<file path="config.mk">
export PLATFORM = sky130hd
export DESIGN_NAME = fma16_mulseq
export DESIGN_NICKNAME = d
export VERILOG_FILES = /design/src/rtl/fma16_pkg.sv /design/src/rtl/fma16_shiftadd_dp.sv /design/src/rtl/fma16_mulseq.sv
export SDC_FILE = /design/constraint.sdc
export NUM_CORES = 1
export LEC_CHECK = 0
export BUFFER_PORTS_ARGS = -buffer_cell sky130_fd_sc_hd__buf_2
export CORE_MARGIN = 2
export CORE_UTILIZATION = 30
export CTS_BUF_LIST = sky130_fd_sc_hd__clkbuf_4 sky130_fd_sc_hd__clkbuf_8
export CTS_CLUSTER_SIZE = 30
export DETAILED_ROUTE_END_ITERATION = 7
export PLACE_DENSITY_LB_ADDON = 0.05
export RECOVER_POWER = 50
export SKIP_LAST_GASP = 1
export SYNTH_ARGS = -nofsm -noshare
export SYNTH_HDL_FRONTEND = slang
export SYNTH_SLANG_ARGS = --single-unit
</file>
<file path="constraint.sdc">
create_clock -name clk -period 12.5 [get_ports clk]
set_input_delay 1.875 -clock clk [delete_from_list [all_inputs] [get_ports clk]]
set_output_delay 1.875 -clock clk [all_outputs]
set_load 0.02 [all_outputs]
</file>
<file path="src/rtl/fma16_pkg.sv">
// Shared definitions for the fma16 multiply stage: FSM states, format
// constants, half-precision field layout and the product packing helper.
package fma16_pkg;

    localparam int BIAS   = 15;
    localparam int MANT_W = 10;
    localparam int SIG_W  = 11;
    localparam int PROD_W = 22;

    typedef enum logic [1:0] {
        IDLE,
        BUSY,
        DONE
    } state_t;

    typedef struct packed {
        logic              sign;
        logic [4:0]        exp;
        logic [MANT_W-1:0] mant;
    } half_t;

    // Builds the truncated half-precision product from the operand fields and
    // the raw significand product. The exponent wraps modulo 32 on purpose:
    // the add stage sees exactly what the 5-bit adder produces.
    function automatic logic [15:0] packProduct(input half_t xh, input half_t yh,
                                                input logic [PROD_W-1:0] pm);
        logic [4:0]        pe;
        logic [MANT_W-1:0] pmant;
        pe = xh.exp + yh.exp - 5'(BIAS);
        if (pm[PROD_W-1]) begin
            pe    = pe + 5'd1;
            pmant = pm[20:11];
        end else begin
            pmant = pm[19:10];
        end
        return {xh.sign ^ yh.sign, pe, pmant};
    endfunction

endpackage

</file>
<file path="src/rtl/fma16_shiftadd_dp.sv">
// Iterative shift-add significand multiplier datapath for fma16_mulseq.
// Radix-2 by default (11 iterations); defining FMA16_MULSEQ_RADIX4_EN makes
// each iteration retire two multiplier bits (6 iterations).
import fma16_pkg::*;

module fma16_shiftadd_dp (
    input  logic              clk,
    input  logic              reset,
    input  logic              load_i,
    input  logic              step_i,
    input  logic [SIG_W-1:0]  mcand_i,
    input  logic [SIG_W-1:0]  mplier_i,
    output logic [PROD_W-1:0] accNext_o,
    output logic              lastIter_o
);

    logic [PROD_W-1:0] acc_q, acc_d;
    logic [SIG_W-1:0]  mcand_q, mcand_d;
    logic [SIG_W-1:0]  mplier_q, mplier_d;
    logic [3:0]        cnt_q, cnt_d;
    logic [4:0]        shiftAmt;
    logic [PROD_W-1:0] mcandExt;
    logic [PROD_W-1:0] partial;

`ifdef FMA16_MULSEQ_RADIX4_EN
    localparam logic [3:0] LAST_CNT = 4'd5;
    localparam int         STEP_BITS = 2;
    assign shiftAmt = {cnt_q, 1'b0};
    // The final iteration sees only bit 10, bit 11 is already shifted-in zero.
    assign partial  = (mplier_q[0] ? mcandExt : '0)
                    + (mplier_q[1] ? (mcandExt << 1) : '0);
`else
    localparam logic [3:0] LAST_CNT = 4'd10;
    localparam int         STEP_BITS = 1;
    assign shiftAmt = {1'b0, cnt_q};
    assign partial  = mplier_q[0] ? mcandExt : '0;
`endif

    assign mcandExt   = {{(PROD_W-SIG_W){1'b0}}, mcand_q} << shiftAmt;
    assign accNext_o  = acc_q + partial;
    assign lastIter_o = (cnt_q == LAST_CNT);

    // Load fresh operands on accept, otherwise accumulate one step per cycle.
    always_comb begin
        acc_d    = acc_q;
        mcand_d  = mcand_q;
        mplier_d = mplier_q;
        cnt_d    = cnt_q;
        if (load_i) begin
            acc_d    = '0;
            mcand_d  = mcand_i;
            mplier_d = mplier_i;
            cnt_d    = '0;
        end else if (step_i) begin
            acc_d    = accNext_o;
            mplier_d = mplier_q >> STEP_BITS;
            cnt_d    = cnt_q + 4'd1;
        end
    end

    // Datapath registers; reset discards any partial sum.
    always_ff @(posedge clk or posedge reset) begin
        if (reset) begin
            acc_q    <= '0;
            mcand_q  <= '0;
            mplier_q <= '0;
            cnt_q    <= '0;
        end else begin
            acc_q    <= acc_d;
            mcand_q  <= mcand_d;
            mplier_q <= mplier_d;
            cnt_q    <= cnt_d;
        end
    end

endmodule

</file>
<file path="src/rtl/fma16_mulseq.sv">
// Sequential half-precision multiply stage feeding the fma16 add stage.
// Owns the handshake FSM, sign/exponent logic and the result registers; the
// significand product comes from fma16_shiftadd_dp. Optional macro
// FMA16_MULSEQ_RADIX4_EN selects the two-bits-per-cycle datapath.
import fma16_pkg::*;

module fma16_mulseq (
    input  logic              clk,
    input  logic              reset,
    input  logic              in_valid,
    output logic              in_ready,
    input  logic [15:0]       x,
    input  logic [15:0]       y,
    input  logic [15:0]       z,
    input  logic              mul,
    input  logic              add,
    output logic              out_valid,
    input  logic              out_ready,
    output logic [15:0]       product,
    output logic [PROD_W-1:0] fullPm,
    output logic [15:0]       x_q,
    output logic [15:0]       y_q,
    output logic [15:0]       z_q,
    output logic              mul_q,
    output logic              add_q
);

    state_t            state_q, state_d;
    logic              captureEn;
    logic              dpLoad;
    logic              dpStep;
    logic              dpLast;
    logic [PROD_W-1:0] accNext;
    logic [15:0]       product_q, product_d;
    logic [PROD_W-1:0] fullPm_q, fullPm_d;
    logic              xZero, yZero;

    assign xZero     = (x[14:0] == 15'd0);
    assign yZero     = (y[14:0] == 15'd0);
    assign in_ready  = (state_q == IDLE);
    assign out_valid = (state_q == DONE);
    assign product   = product_q;
    assign fullPm    = fullPm_q;

    fma16_shiftadd_dp uDp (
        .clk        (clk),
        .reset      (reset),
        .load_i     (dpLoad),
        .step_i     (dpStep),
        .mcand_i    ({1'b1, x[MANT_W-1:0]}),
        .mplier_i   ({1'b1, y[MANT_W-1:0]}),
        .accNext_o  (accNext),
        .lastIter_o (dpLast)
    );

    // Next-state and result selection; bypass cases skip the datapath entirely.
    always_comb begin
        state_d   = state_q;
        captureEn = 1'b0;
        dpLoad    = 1'b0;
        dpStep    = 1'b0;
        product_d = product_q;
        fullPm_d  = fullPm_q;
        case (state_q)
            IDLE: begin
                if (in_valid) begin
                    captureEn = 1'b1;
                    if (!mul) begin
                        product_d = x;
                        fullPm_d  = {2'b01, x[MANT_W-1:0], 10'b0};
                        state_d   = DONE;
                    end else if (xZero || yZero) begin
                        product_d = {x[15] ^ y[15], 15'b0};
                        fullPm_d  = '0;
                        state_d   = DONE;
                    end else begin
                        dpLoad  = 1'b1;
                        state_d = BUSY;
                    end
                end
            end
            BUSY: begin
                dpStep = 1'b1;
                if (dpLast) begin
                    product_d = packProduct(half_t'(x_q), half_t'(y_q), accNext);
                    fullPm_d  = accNext;
                    state_d   = DONE;
                end
            end
            DONE: begin
                if (out_ready) begin
                    state_d = IDLE;
                end
            end
            default: state_d = IDLE;
        endcase
    end

    // State register.
    always_ff @(posedge clk or posedge reset) begin
        if (reset) begin
            state_q <= IDLE;
        end else begin
            state_q <= state_d;
        end
    end

    // Result registers; held unchanged while waiting in DONE.
    always_ff @(posedge clk or posedge reset) begin
        if (reset) begin
            product_q <= '0;
            fullPm_q  <= '0;
        end else begin
            product_q <= product_d;
            fullPm_q  <= fullPm_d;
        end
    end

    // Operand copies captured on the accept edge only.
    always_ff @(posedge clk or posedge reset) begin
        if (reset) begin
            x_q   <= '0;
            y_q   <= '0;
            z_q   <= '0;
            mul_q <= 1'b0;
            add_q <= 1'b0;
        end else if (captureEn) begin
            x_q   <= x;
            y_q   <= y;
            z_q   <= z;
            mul_q <= mul;
            add_q <= add;
        end
    end

endmodule

</file>
==> impl_metrics.yaml <==
sta:
  max_slew_margin_pct: -173.0
  hold_viol: 0
  fmax_mhz: 203.1
  fin_tns_setup_ns: 0
  setup_violations: 0
  layout_min_cycle_time_ns: 4.924
  clock_skew_ns: 0.02008
  rsz0062_at_grt: "no"
  worst_pin_slew_ns: 4.073
  maxSlewViolCount: 143
  fin_crit_sh_pct: 39.39
synthesis:
  yosys.area.top_type_share_pct: 44.98
  ys_ff_latch: 138
  synth_cells: 828
  syn-num-nets: 915
  yosysMostFrequentCell: "nand2_1"
  synth_area_leader_cell: "dfrtp_1"
  yosysSeqAreaShare_pct: 44.98
  synth_area_mm2: 0.007677
  ys_warn_count: 0
  syn_avg_cell_area_um2: 9.272
  synth_area_leaders: "dfrtp_1, mux2_2, nand2_1, ha_1, a21oi_1"
  synth-main-ff-cell: "dfrtp_1"
  synthArstFlopShare_pct: 100.0
  synth_edf_count: 0
  ys_types: 65
  synth_common_cells: "nand2_1, dfrtp_1, a21oi_1"
routing:
  drt-total-wl_um: 24460
  dr.first_iter.drc_count: 441
  vias_per_cell: 5.082
  drc: 0
  detail_route.wl_per_cell_um: 18.84
  ant_nets: 0
  via_count: 6596
  dr.pass1.iters: 5
placed_design:
  place_hpwl_um: 17710
  place_congestion: 0.8700
  io_buffer_count: 143
cts:
  cts_sinks: 138
  cts.clk_slew.worst_paths_ns: 0.09
  cts_resized: 0
  clk_path_buf_depth: 2
  ctsHoldBuffers: 0
  cts_tree: "yes"
  cts-root-buf: "clkbuf_8"
  clock_latency_ns: 0.47
  postCtsSetupRepairBufs: 0
  cts_max_level: 4
  cts_inserted_buffers: 17
layout:
  nNetsFinal: 1041
  final_layout_size_suffix_gt1_share_pct: 21.41
  area_growth_pct: 18.17
critical_path:
  endpoint_kind: "flip-flop"
  r2r_end: "product[14]"
  crit_fanout: 53
  start_kind: "primary input"
  path_class: "primary input to flip-flop"
  worstReg2RegStart: "uDp.cnt_q[1]"
  max_stage_delay_ns: 2.01
  required_ns: 12.89
  reg2reg_setup_slack_ns: 7.60
  startpoint: "in_valid"
  rr_worst_depth: 16
  crit_end: "uDp.mcand_q[8]"
  cp.arrival_ns: 5.32
  cp_cell_sequence: "buf_2 > and2_2 > clkbuf_1 > and2_2 > nand2_1 > nand2_1"
  cpMaxStageDelayCell: "clkbuf_1"
hold_path:
  hold_path.class: "flip-flop to flip-flop"
global_routing:
  use_met1_pct: 26.44
  busiest_layer: "met2"
  overflow: 0
  grt_pass1_vias: 6705
  grt_use_total_pct: 18.79
  use_met3_pct: 4.874
  grt_pass1_wl_um: 38780
  gr-usage-met2_pct: 29.35
  antenna_found_initial: 2
  grt_max_degree: 89
die:
  die_h_um: 164.0
  fp-row-count: 58
  die_x_um: 164.0
  core_area_mm2: 0.02518
  start_util_pct: 30.49
  num_io_pins: 144
  dieArea_mm2: 0.02689
power:
  peakVddDrop_v: 0.0001067
  power_mw: 2.631
  leakage_nw: 4.099
  power.density_mw_per_mm2: 290.0
job:
  maxCapViolCount: 2
run_status:
  outcome: "finished, violations left"
  violations: "capacitance limit, slew limit"
sequential cells by signal, summed over array words and instances, names as in the netlist, 2 cells and up:
name / cells
uDp.mcand_q: 11
uDp.cnt_q: 4
x_q: 16
z_q: 16
y_q: 16
state_q: 2
uDp.mplier_q: 11
product: 16
uDp.acc_q: 22
fullPm: 22
final cells by class:
cell class,instances,area (um2)
fill,2674,16110
sequential,138,3453
timing repair buffer,150,706.9
clock buffer,17,234.0
tap,330,412.9
clock inverter,15,192.7
inverter,23,87.58
multi-input combinational,624,3983
antenna,1,2.502
where the power goes:
part	switching (mW)	internal, mW	leakage [nW]
clock network	0.231	0.174	0.218
registers	0.173	0.653	1.69
logic	0.861	0.539	2.19
critical path: cells and delay by family:
kind / cells / cell delay, ns
and+or+nand+nor: 4 / 1.34
buffers and inverters: 2 / 2.09
how the worst min path moves through the flow:
stage | from | end | depth (start not counted)
after floorplan | uDp.mplier_q[10] | uDp.mplier_q[10] | 2
after global placement | fullPm[3] | fullPm[3] | 2
after detailed placement | fullPm[0] | fullPm[0] | 2
after CTS | fullPm[8] | fullPm[8] | 2
after global routing | uDp.mplier_q[10] | uDp.mplier_q[10] | 2
final | fullPm[8] | fullPm[8] | 2
routing by layer:
metal | vias up | wire length [um]
met4 | 2 | 169
met1 | 3256 | 11790
met2 | 152 | 11170
li1 | 3170 | -
met3 | 16 | 1323
met5 | - | 11
cells by family (layout without fill, tap and decap cells):
group	count (synthesis)	count (layout)	share of synthesized area (%)
muxes	67	67	9.762
adders and majority gates	33	33	5.574
buffers and inverters	66	205	3.341
other	0	1	0
DFF	138	138	44.98
xor gates and xnor gates	26	26	2.966
AOI/OAI and AO/OA	195	195	15.87
and+or+nand+nor	303	303	17.50
per-stage QoR:
stage / worst slack [ns] / hold slack, ns / util, % / cell area (um2) / instances
finish: 7.576 / 0.4810 / 36.03 / 9072 / 1298
global route: 7.116 / 0.5195 / 36.03 / 9072 / 1298
CTS: 7.614 / 0.4893 / 36.28 / 9135 / 1297
detailed placement: 7.644 / 0.4655 / 34.58 / 8708 / 1265
global placement: 7.582 / 0.4599 / 34.58 / 8708 / 1265
floorplan: 6.929 / 0.4469 / - / 7677 / 828
cell usage in the layout (no fill, tap or decap), types with 3 or more instances in the layout:
cell type and n:
nor4_1 7, nand3_1 12, nand4_1 7, xor2_1 5
nand2_1 149, inv_8 7, and2_2 3, a31oi_1 17
inv_6 4, ha_1 31, buf_4 6, a21o_1 8
o22ai_1 11, o21ai_0 37, o211ai_1 3, nand3b_1 3
a211oi_1 4, nor3_1 10, o21a_1 5, o31ai_1 5
mux2_2 53, clkbuf_1 47, xnor2_1 21, a21oi_1 76
nand2b_1 6, buf_2 97, a22oi_1 3, and3_1 6
clkbuf_8 17, and2_1 5, or4_1 3, mux2i_1 13
dfrtp_1 138, nor2b_1 12, clkinv_8 3, nor2_1 68
inv_1 22
No activity file was read; power rests on OpenSTA's default activity.
